`src/rtl/bch_pkg.sv`:
```
// bch_pkg: BCH(63,51) t=2 code constants, FSM states and GF(2^6) helpers
package bch_pkg;
  localparam int N = 63;
  localparam int K = 51;
  localparam int M = 6;
  localparam logic [M:0] PRIM_POLY = 7'b1000011;
  localparam logic [12:0] GEN_POLY = 13'h1539;
  localparam int NPAR = $clog2(GEN_POLY) - 1;
  typedef enum logic [1:0] {RECV, SOLVE, CHIEN, OUT} state_t;
  typedef logic [M-1:0] gf_t;
  function automatic gf_t gf_mul_alpha(gf_t a);
    return {a[M-2:0], 1'b0} ^ (a[M-1] ? PRIM_POLY[M-1:0] : '0);
  endfunction
  function automatic gf_t gf_mul_alpha2(gf_t a);
    return gf_mul_alpha(gf_mul_alpha(a));
  endfunction
  function automatic gf_t gf_mul_alpha3(gf_t a);
    return gf_mul_alpha(gf_mul_alpha2(a));
  endfunction
  // Shift-and-reduce, MSB of b first (Horner over the bits of b)
  function automatic gf_t gf_mul(gf_t a, gf_t b);
    gf_t r;
    r = '0;
    for (int i = M - 1; i >= 0; i--) r = gf_mul_alpha(r) ^ (b[i] ? a : '0);
    return r;
  endfunction
endpackage

```
`src/rtl/gf64_mul.sv`:
```
// gf64_mul: combinational general multiplier in GF(2^6) modulo x^6+x+1
module gf64_mul
  import bch_pkg::*;
(
  input  logic [5:0] a,
  input  logic [5:0] b,
  output logic [5:0] p
);
  assign p = gf_mul(a, b);
endmodule

```
`src/rtl/bch_decoder.sv`:
```
// bch_decoder: serial BCH(63,51) t=2 decoder with syndrome, locator and Chien search
module bch_decoder
  import bch_pkg::*;
(
  input  logic        clk,
  input  logic        rst_n,
  input  logic        valid_in,
  output logic        ready_out,
  input  logic        data_in,
  output logic        valid_out,
  input  logic        ready_in,
  output logic        data_out,
  output logic [50:0] data_out_all,
  output logic [1:0]  err_cnt,
  output logic        uncorrectable
);
  localparam logic [5:0] LAST_IN = 6'(N - 1);
  localparam logic [5:0] LAST_OUT = 6'(K - 1);
  state_t state_q, state_d;
  logic [5:0] cnt_q, cnt_d, pos;
  gf_t s1_q, s1_d, s3_q, s3_d, t1_q, t1_d, t2_q, t2_d, s1_sq, s1_cu;
  logic [1:0] exp_q, exp_d, roots_q, roots_d, err_q, err_d, n_roots;
  logic unc_q, unc_d, root;
  logic [N-1:0] buf_q, buf_d, raw_q, raw_d, fix;
  logic [K-1:0] all_q, all_d;
  gf64_mul u_sq (.a(s1_q), .b(s1_q), .p(s1_sq));
  gf64_mul u_cu (.a(s1_sq), .b(s1_q), .p(s1_cu));
  assign pos = LAST_IN - cnt_q;
  // A zero-syndrome word makes the locator identically zero, so roots only count when errors are expected
  assign root = state_q == CHIEN && exp_q != 2'd0 && !unc_q && (s1_q ^ t1_q ^ t2_q) == '0;
  assign fix = buf_q ^ ({{(N-1){1'b0}}, root} << pos);
  assign n_roots = roots_q + {1'b0, root};
  assign ready_out = state_q == RECV;
  assign valid_out = state_q == OUT;
  assign data_out = valid_out && buf_q[pos];
  assign data_out_all = all_q;
  assign err_cnt = err_q;
  assign uncorrectable = unc_q;
  // Next-state and datapath: receive/syndrome, classify, Chien correct, stream out
  always_comb begin
    state_d = state_q;
    cnt_d = cnt_q;
    s1_d = s1_q;
    s3_d = s3_q;
    t1_d = t1_q;
    t2_d = t2_q;
    exp_d = exp_q;
    roots_d = roots_q;
    err_d = err_q;
    unc_d = unc_q;
    buf_d = buf_q;
    raw_d = raw_q;
    all_d = all_q;
    case (state_q)
      RECV: if (valid_in) begin
        buf_d[pos] = data_in;
        raw_d[pos] = data_in;
        s1_d = gf_mul_alpha(s1_q) ^ {{(M-1){1'b0}}, data_in};
        s3_d = gf_mul_alpha3(s3_q) ^ {{(M-1){1'b0}}, data_in};
        cnt_d = cnt_q == LAST_IN ? 6'd0 : cnt_q + 6'd1;
        state_d = cnt_q == LAST_IN ? SOLVE : RECV;
      end
      SOLVE: begin
        exp_d = s1_q == '0 ? 2'd0 : s3_q == s1_cu ? 2'd1 : 2'd2;
        unc_d = s1_q == '0 && s3_q != '0;
        err_d = 2'd0;
        roots_d = 2'd0;
        t1_d = gf_mul_alpha(s1_sq);
        t2_d = gf_mul_alpha2(s3_q ^ s1_cu);
        cnt_d = 6'd0;
        state_d = CHIEN;
      end
      CHIEN: begin
        buf_d = fix;
        roots_d = n_roots;
        t1_d = gf_mul_alpha(t1_q);
        t2_d = gf_mul_alpha2(t2_q);
        cnt_d = cnt_q + 6'd1;
        if (cnt_q == LAST_IN) begin
          unc_d = unc_q || n_roots != exp_q;
          err_d = unc_d ? 2'd0 : n_roots;
          buf_d = unc_d ? raw_q : fix;
          all_d = buf_d[N-1:NPAR];
          s1_d = '0;
          s3_d = '0;
          cnt_d = 6'd0;
          state_d = OUT;
        end
      end
      OUT: if (ready_in) begin
        cnt_d = cnt_q == LAST_OUT ? 6'd0 : cnt_q + 6'd1;
        state_d = cnt_q == LAST_OUT ? RECV : OUT;
      end
      default: state_d = RECV;
    endcase
  end
  // State and datapath registers, cleared asynchronously
  always_ff @(posedge clk or negedge rst_n) begin
    if (!rst_n) begin
      state_q <= RECV;
      cnt_q <= '0;
      s1_q <= '0;
      s3_q <= '0;
      t1_q <= '0;
      t2_q <= '0;
      exp_q <= '0;
      roots_q <= '0;
      err_q <= '0;
      unc_q <= 1'b0;
      buf_q <= '0;
      raw_q <= '0;
      all_q <= '0;
    end else begin
      state_q <= state_d;
      cnt_q <= cnt_d;
      s1_q <= s1_d;
      s3_q <= s3_d;
      t1_q <= t1_d;
      t2_q <= t2_d;
      exp_q <= exp_d;
      roots_q <= roots_d;
      err_q <= err_d;
      unc_q <= unc_d;
      buf_q <= buf_d;
      raw_q <= raw_d;
      all_q <= all_d;
    end
  end
endmodule
```
`config.mk`:
```
export PLATFORM = sky130hd
export DESIGN_NAME = bch_decoder
export DESIGN_NICKNAME = d
export VERILOG_FILES = /design/src/rtl/bch_pkg.sv /design/src/rtl/gf64_mul.sv /design/src/rtl/bch_decoder.sv
export SDC_FILE = /design/constraint.sdc
export NUM_CORES = 1
export LEC_CHECK = 0
export CORE_ASPECT_RATIO = 2
export CORE_UTILIZATION = 51
export DETAILED_ROUTE_END_ITERATION = 10
export PLACE_DENSITY_LB_ADDON = 0.08
export SLEW_MARGIN = 15
export SYNTH_ARGS = -nofsm -noshare
export SYNTH_HDL_FRONTEND = slang
export SYNTH_SLANG_ARGS = --single-unit
```
`constraint.sdc`:
```
create_clock -name clk -period 6.51 [get_ports clk]
set_input_delay 0.9765 -clock clk [delete_from_list [all_inputs] [get_ports clk]]
set_output_delay 0.9765 -clock clk [all_outputs]
set_load 0.01 [all_outputs]
```
# [After elaboration in Yosys (flattened, before gate mapping)]
# Cells that the tools add are included.
[op_classes] addsub=3 n_lt_le_gt_ge=2 n_eq_ne=10 n_shift=1 n_mux=68 n_bitwise=36 n_reduce_logical=22
[op_table] op="63-bit two-way mux" n=3
[op_table] op="6-bit bitwise XOR" n=23
[op_table] op="63-bit bitwise mux" n=2
[op_table] op="63-bit one-hot mux with 2 select lines" n=1
[op_table] op="6-bit two-way mux" n=19
[op_table] op="1-bit by 6-bit << shifter with 63-bit output" n=1
[op_table] op="63-bit bitwise XOR" n=1
[op_table] op="6-bit by 2-bit bitwise XOR with 6-bit output" n=10
[op_table] op="2-bit two-way mux" n=28
[op_table] op="6-bit one-hot mux with 2 select lines" n=4
[op_table] op="6-bit one-hot mux with 4 select lines" n=1
[op_table] op="6-bit equality test, second input constant" n=2
[op_table] op="6-bit logical NOT" n=2
[op_table] op="6-bit by 1-bit bitwise XOR with 6-bit output" n=2
[op_table] op="2-bit AND reduction" n=5
[op_table] op="2-bit one-hot mux with 2 select lines" n=2
[op_table] op="2-bit one-hot mux with 4 select lines" n=1
[op_table] op="6-bit by 7-bit < comparator with 1-bit output, second input constant" n=1
[op_table] op="6-bit by 1-bit adder with 6-bit output, second input constant" n=1
[op_table] op="1-bit binary-select mux with 6-bit select" n=1
[op_table] op="1-bit demux with 6-bit select" n=1
[op_table] op="6-bit equality test" n=1
[op_table] op="6-bit by 1-bit greater-or-equal comparator with 1-bit output, second input constant" n=1
[op_table] op="1-bit logical AND" n=6
[op_table] op="other kinds (15)" n=23
[word_totals] ff_bits=216 in_bits=5 out_inout_bits=57 elab_cells=155

# [Depth between registers and ports, before layout]
# Gate-level depths: netlist of the first run.
[depth] depth_word=38 depth_mapped=17 ltp_nobuf=12

# [Modules after synthesis]
# A second synthesis of the first run with hierarchy kept.
[unflattened] hier_cells=1682 area_unflattened_um2=14183.6
[by_module_without_submodules] module="bch_decoder" n_inst=1 cells_each=1546 area_each_um2=13232.7 seq_area_each_um2=5405.2
[by_module_without_submodules] module="gf64_mul" n_inst=2 cells_each=68 area_each_um2=475.5 seq_area_each_um2=0.0

# [Worst setup path before layout of the first run]
# Ideal clock, no wire load.
[synth_path] kind="flip-flop to output port" from="register cnt_q[0]" to="output port data_out" arrival_ns=2.570 required_time_ns=5.534 slack_ns=2.963 path_stages_with_launch=12 n_path_buf=2 cell_sequence="dfrtp_1 > buf_4 > clkinv_1 > buf_2 > ha_1 > clkinv_1 > a2111oi_0 > a31oi_1 > o211ai_1 > a221oi_1 > a22oi_1 > a311oi_1"
[synth_between] elab_chain_cells=4
[synth_lines] element="from (decl)" line_no="bch_decoder.sv:20" source="logic [5:0] cnt_q, cnt_d, pos;"
[synth_lines] element="from (signal assigned)" line_no="bch_decoder.sv:115" source="cnt_q <= cnt_d;"
[synth_lines] element="6-bit subtractor" line_no="bch_decoder.sv:28" source="assign pos = LAST_IN - cnt_q;"
[synth_lines] element="1-bit binary-select mux with 6-bit select" line_no="bch_decoder.sv:35" source="assign data_out = valid_out && buf_q[pos];"
[synth_lines] element="1-bit two-way mux (not written as such)" line_no="bch_decoder.sv:35"
[synth_lines] element="1-bit logical AND" line_no="bch_decoder.sv:35"
[synth_lines] element="to (decl)" line_no="bch_decoder.sv:12" source="output logic data_out,"
# No other way between the ends. The select of a mux whose other input is x is not followed.

# [Final worst setup path of the first run]
# Ends and elaborated chain as after synthesis.

==> results of run 1 <==
flip-flops by register name (all words and copies together) (netlist names):
register,cells
t2_q,6
cnt_q,6
roots_q,2
s1_q,6
raw_q,63
s3_q,6
state_q,2
err_cnt,2
t1_q,6
exp_q,2
buf_q,63
data_out_all,51
uncorrectable,1
final timing paths:
check,start,endpoint,slack (ns),cells after the start
setup reg to reg,s1_q[2],buf_q[17],2.18,10
max in group asynchronous,rst_n,data_out_all[30],4.85,2
min in group asynchronous,rst_n,data_out_all[23],0.48,1
hold / removal,data_out_all[25],data_out_all[25],0.47,2
setup / recovery,cnt_q[0],data_out,0.75,11
hold reg to reg,data_out_all[25],data_out_all[25],0.47,2
power by group:
| part | switching, uW | internal, uW |
|---|---|---|
| sequential | 464 | 1650 |
| combinational | 2180 | 1230 |
| clock | 574 | 763 |
logic make-up (layout without fill, tap and decap cells):
family                     count (synthesis)  count (layout)  synth area share [%]
other                                      0               1                     0
DFF                                      216             216                  39.7
adders and majority gates                 20              20                  1.84
xor gates and xnor gates                 118             118                  8.51
and+or+nand+nor                          484             484                  16.5
buffers and inverters                    173             167                  5.45
muxes                                     53              53                  5.30
AOI/OAI and AO/OA                        484             484                  22.6
final cells by class:
cell class | instances | share of cell area, %
multi-input cells | 1159 | 49.8
flip-flops and latches | 216 | 35.8
repair buffers | 94 | 5.79
clock buffers | 32 | 4.49
well taps | 344 | 2.85
inverters | 33 | 0.819
clock inverters | 8 | 0.430
diodes | 1 | 0.0166
layer usage:
metal,wire length [um],up-vias
met5,0,-
met2,23500,484
met1,16700,5943
met4,3780,0
li1,-,5499
met3,2660,160
metrics by stage:
step	area, sq um	std cells	power [uW]	hold WS, ns	utilization (%)
6_report	15100	1887	6860	0.468	57.5
5_1_grt	15100	1886	7210	0.487	57.5
4_1_cts	15100	1886	6820	0.473	57.5
3_5_place_dp	14400	1846	5480	0.459	54.7
3_3_place_gp	14400	1846	5430	0.452	54.7
2_1_floorplan	13600	1548	4350	0.444	-
synthesized netlist by cell type, drive strengths merged, types with 3 or more instances:
master and count:
dfrtp 216, o21ai 162, nand2 161, nor2 129
a21oi 119, clkbuf 84, nand3 77, xnor2 73
buf 56, xor2 38, a31oi 33, mux2 32
inv 30, a21o 27, nand4 27, ha 20
and2 19, and3 19, o31ai 18, o22a 17
nor3 16, a22o 13, nor2b 13, o221ai 13
mux4 12, nand2b 12, a221oi 10, a222oi 9
mux2i 9, o21a 9, o22ai 7, a211oi 6
a22oi 6, a311oi 6, o211ai 6, xnor3 6
a41oi 4, nor4 4, a32oi 3, clkinv 3
o32a 3, o32ai 3
worst max-delay path: stages, from the launching register on:
cell and delay [ns]:
dfrtp_1 0.80, clkinv_1 0.14, buf_4 0.24, ha_1 0.56
clkinv_1 0.31, a2111oi_0 0.15, a31oi_1 0.21, o211ai_1 0.13
a221oi_1 0.39, a22oi_1 0.22, a311oi_1 0.48, clkdlybuf4s50_1 0.63
==> run summary, run 1 <==
The flow ran to the end, and the final reports show no timing, DRC or antenna violations. The horizontal extent of the die was 117 um; the met1 track demand over resource in global routing was 38.3%. The count of hold buffers inserted by post-cts repair is 0, and the peak fanout along the critical path is 20. Of the available clock period, the critical path in the final layout requires 88.5%.

The worst hold path belongs to the class flip-flop to flip-flop. From synthesis to final layout, the design area changed by 11.1%. The worst setup path is captured at an output pin.

The maximum number of pins on one net before global-route repair was 110. Across the whole layout, storage elements account for 0.00541 sq mm. Summing all multi-input logic gate instances after layout gives 0.00753 sq mm. For the final routed database, the setup TNS stands at 0 ns.

Counting flops with an async set or reset pin after synthesis yields a share of 100%. Clock root buffer: clkbuf_16. On the final layout, the worst clock skew is 0.0156 ns.

At the worst endpoint, the arrival time is 4.79 ns. In this run the cell area of the synthesized design comes to 0.0136 sq mm. Power spread over the standard cell area amounts to 454 mW/mm^2. The via count of the first global-routing pass was 11,953; the setup slack after layout was 0.747 ns. The logs give 1,573 for the post-synth net total and 61.4% for the met2 capacity usage during global routing. The number of sinks driven by the clock tree is 216, and the initial standard-cell utilization of the core is 51.8%.

The final hold violation count was 0; the filler cell count in the final layout was 2,413. In this run, CTS created clock tree buffers numbering 22. In the layout the commonest cells are dfrtp_1 (216), nand2_1 (161), o21ai_0 (147). Yosys mapped a number of flops with a built-in enable equal to 0.

The count of buffers added on input and output ports is 61. Headroom to the max-slew limit came out at 21.1%. Yosys attributes the largest share of cell area to dfrtp_1 (40%), o21ai_0 (5.4%), xnor2_1 (4.6%). No sink is reached through more buffers than the 3 on the longest clock path. The count of maximum capacitance violations was 0; the global routing usage on met3 was 4.14%. The run gives 1 as the number of H-tree branching levels.

Of the cells placed in the final design, the portion with a size suffix greater than 1 is 9.34%. The detailed router placed 12,086 vias in this run. The number of standard-cell rows in the floorplan came out at 84.

The routed length per placed instance came out at 24.7 um. In this run the most used layer during global routing was met2. The commonest non-fill, non-tap cell in the layout is dfrtp_1.

The residual overflow from global routing was 0. Based on the critical path, the design can be clocked at up to 174 MHz. Summed over all instances, the cell type with the most area after synthesis is dfrtp_1.

For the final max-slew violation count, the log shows 0. The number of remaining DRC errors came out at 0. Timing analysis after detailed placement gives a worst setup slack of 1.32 ns. The share of the synthesized area in the top cell type works out to 39.7%. For the wire length of the first global-routing pass, the log shows 72,200 um. After synthesis the netlist holds a flip-flop and latch count of 216.

Once the clock tree was built, the setup fixing pass inserted 0 buffers. The initial detailed-routing violation count was 1,088. The tools report the overall die area as 0.0274 sq mm.

The setup path with the least slack is of type flip-flop to output pin. After detailed routing, the number of vias per cell comes to 6.40. Across the VDD grid, the largest voltage drop is 0.383 mV. Setup repair after global routing left no endpoint under its margin. For this design the static power due to leakage is 0.00632 uW. The average footprint of a synthesized cell was 8.79 sq um.

The number of routed nets with antenna violations was 0. The net count of the finished layout is 1,551, and the number of instances in the synthesized netlist is 1,548. The HPWL after detailed placement is 31,100 um.

STA classifies the critical path startpoint as a flip-flop. For the initial antenna violation count, the log shows 0. For the worst setup path, the data required time is 5.53 ns. Pin placement for this block handled 62 I/O pins. The netlist uses 74 different library cells. The tools report the post-CTS resize count as 0. Sequential-to-total area share from yosys stat: 39.7%. The tools report the detailed-route wire length as 46,700 um. The final critical path time including I/O delays and setup was 5.76 ns.

Clock-pin slew was measured on the worst setup and hold paths at 0.07 ns. The first detailed-routing pass ran for 7 iterations. The floorplan step set the die height to 233 um. Number of warnings printed during yosys synthesis: 0. The number of failing setup endpoints in the final timing report is 0. Global routing used 34.8% of the available tracks across all layers. For the pin with the worst max-slew slack, the measured transition is 1.18 ns. TritonCTS built the clock tree. Clock latency on the worst-skew pair, taken at its later pin, is 0.54 ns. The tools report the core footprint as 0.0263 sq mm. At the end of routability-driven placement, the weighted congestion stood at 0.970. In the synthesized netlist the dominant register cell turns out to be dfrtp_1.
Note: power is estimated with default switching activity, not from simulation.
==> run 2, diff against run 1 <==
--- a/config.mk
+++ b/config.mk
@@ -9,7 +9,7 @@
 export CORE_UTILIZATION = 51
 export DETAILED_ROUTE_END_ITERATION = 10
 export PLACE_DENSITY_LB_ADDON = 0.08
-export SLEW_MARGIN = 15
+export SLEW_MARGIN = 20
 export SYNTH_ARGS = -nofsm -noshare
 export SYNTH_HDL_FRONTEND = slang
 export SYNTH_SLANG_ARGS = --single-unit
==> constraint.sdc (replaced) <==
create_clock -name clk -period 6.6 [get_ports clk]
set_input_delay 0.99 -clock clk [delete_from_list [all_inputs] [get_ports clk]]
set_output_delay 0.99 -clock clk [all_outputs]
set_load 0.01 [all_outputs]
==> run 2 against run 1 <==
  * Sequential power is essentially flat
  * Via count decreased by 0.31%
  * Sequential cell count unchanged
  * Clock power about the same
  * Cell count fell by 0.42%
  * Die area is the same
  * Total power down 2.0%
  * Sequential share of layout area up 0.077 points
==> run summary, run 2 (synthesis gave the netlist of run 1 again) <==
In the layout the commonest cells are dfrtp_1 (216), nand2_1 (161), o21ai_0 (147). The run finished with clean final reports. The top achievable clock speed is 172 MHz, and the number of top-level pins is 62 (unchanged). The tools report the number of routed nets with antenna violations as 0 (unchanged). Worst hold-check path type: input port to async pin. Die height: 233 um (unchanged). The run gives 5.61 ns (+0.08 ns) as the data required time at the worst endpoint. Initial standard-cell utilization of the core: 51.8% (unchanged).

Via count of the first global-routing pass: 11,623 (-2.8%). The wire length of the first global-routing pass was 70,900 um (-1.8%); the final hold violation count was 0 (unchanged). The global router's overall resource usage came out at 33.8% (-0.96 points).

The root buffer cell chosen for the clock tree is clkbuf_16. The logs give 0.0142 ns (-0.00136 ns) for the setup clock skew after layout and 0.00628 uW (-0.56%) for the static leakage. Peak fanout along the critical path: 20 (unchanged). Post-CTS setup-driven buffer insertion count: 0 (unchanged). The area taken by flip-flops and latches is 0.00541 sq mm (unchanged). The run gives 0.0143 sq mm (-0.16%) as the instance area after placement.

For the number of detailed-routing iterations run before antenna repair, the log shows 5 (-2). STA classifies the critical path startpoint as a flip-flop. The detailed-route wire length was 45,700 um (-2.0%). The number of standard-cell rows in the floorplan was 84 (unchanged). The maximum buffer depth of the clock tree is 3 (unchanged). The final critical path takes up 87.9% of the cycle.

The overall die area was 0.0274 sq mm (unchanged). The final non-filler cell area was 0.0151 sq mm (-0.21%); the total clock buffers created by CTS was 22 (unchanged). Residual overflow from global routing: 0 (unchanged).

For the number of sinks driven by the clock tree, the log shows 216 (unchanged). The filler cell count in the final layout came out at 2,428 (+0.62%). The count of vias placed by the detailed router is 12,048 (-0.31%). The initial detailed-routing violation count was 1,037 (-4.7%). The final max-slew violation count is 0 (unchanged).

The tools report the clock latency reported for the late side of the worst-skew pair as 0.54 ns (about the same). Tracing the worst setup path back leads to its startpoint at cnt_q[0]. The maximum number of pins on one net before global-route repair came out at 124 (+13%). The routed length per placed instance is 24.3 um (-1.6%). The via count normalized by instance count came out at 6.41 (+0.11%). The net count of the finished layout was 1,548 (-0.19%). The number of failing setup endpoints in the final timing report is 0 (unchanged), and the count of buffers from port buffering is 61 (unchanged). The share of final-layout standard cells stronger than drive strength 1 is 8.99% (-0.35 points). Clock-pin slew on the worst setup and hold paths: 0.07 ns (about the same). The post-CTS resize count came out at 0 (unchanged).

Final hold slack: 0.438 ns (-0.0299 ns). The setup TNS was 0 ns (unchanged). The horizontal extent of the die came out at 117 um (unchanged). Type of the setup path with the least slack: flip-flop to output pin. The setup slack after layout was 0.802 ns (+0.0542 ns); the number of H-tree branching levels was 1 (unchanged). After layout, the minimum clock period comes to 5.80 ns.

For the power after layout, the log shows 6720 uW (-2.0%). Setup repair after global routing left no endpoint under its margin. The run gives 0 (unchanged) as the count of maximum capacitance violations.

The count of hold buffers inserted by post-cts repair was 0 (unchanged). The library cell used most frequently in the layout, excluding fill and tap cells, is dfrtp_1. The tools report the core footprint as 0.0263 sq mm (unchanged). Signal arrival time at the worst endpoint: 4.81 ns (+0.02 ns). The logs give 0 (-1) for the count of inserted antenna diode cells and 1.39 ns (+0.0688 ns) for the worst slack after detailed placement. TritonCTS built the clock tree. The worst slew margin relative to its limit was 22.5% (+1.4 points). The worst register-to-register path begins at state_q[0].

The ratio of total power to cell area is 446 mW/mm^2 (-1.8%). The worst-margin pin slew was 1.16 ns (-0.0214 ns). Initial antenna violation count: 1 (+1). The area added between synthesis and finish is 10.9%. The peak supply drop is 0.372 mV (-2.7%), and the final RePlAce weighted congestion is 0.973 (+0.39%). Half-perimeter wire length after detailed placement: 30,800 um (-0.87%). The multi-input combinational cell area is 0.00754 sq mm (about the same), and the number of remaining DRC errors is 0 (unchanged). The tools report the nature of the critical path endpoint as an output pin.
## run 2: worst paths after layout
check / cells past startpoint / end / slack, ns
setup / recovery: 11 / data_out / 0.80
max in group asynchronous: 2 / buf_q[42] / 4.99
hold / removal: 1 / data_out_all[15] / 0.44
hold reg to reg: 2 / data_out_all[25] / 0.47
min in group clk: 2 / data_out_all[25] / 0.47
setup reg to reg: 10 / buf_q[23] / 2.24
## run 2: where the power goes
part | switching [uW] | leakage (uW) | internal, uW | total (uW)
Clock | 563 | 0.000358 | 748 | 1310
Combinational | 2100 | 0.00306 | 1220 | 3320
Sequential | 472 | 0.00286 | 1620 | 2090
Total | 3140 | 0.00628 | 3590 | 6720
## run 2: worst max-delay path: stages, from the launching register on
cell and delay [ns]:
dfrtp_1 0.81, clkinv_1 0.15, buf_4 0.25, ha_1 0.55, clkinv_1 0.29, a2111oi_0 0.13
a31oi_1 0.18, o211ai_1 0.12, a221oi_1 0.37, a22oi_1 0.21, a311oi_1 0.54, clkdlybuf4s50_1 0.64
## run 2: per-layer routing
layer	wire (um)	global-route usage, %	share of wire (%)	vias to the layer above
li1	-	-	-	5479
met1	16700	37.9	37	5935
met2	23000	59.4	50	468
met3	2610	4.53	5.7	164
met4	3380	23.2	7.4	2
met5	13	0	0.028	-
## run 2: layout make-up
class	instances	share of cell area (%)
multi-input combinational	1159	50.0
sequential	216	35.8
timing repair buffer	91	5.68
clock buffer	32	4.50
tap	344	2.85
inverter	33	0.821
clock inverter	4	0.315
## run 2: through the flow
stage,utilization [%],std cells
finish,57.4,1879
global route,57.4,1879
CTS,57.4,1878
detailed placement,54.6,1842
global placement,54.6,1842
floorplan,-,1548
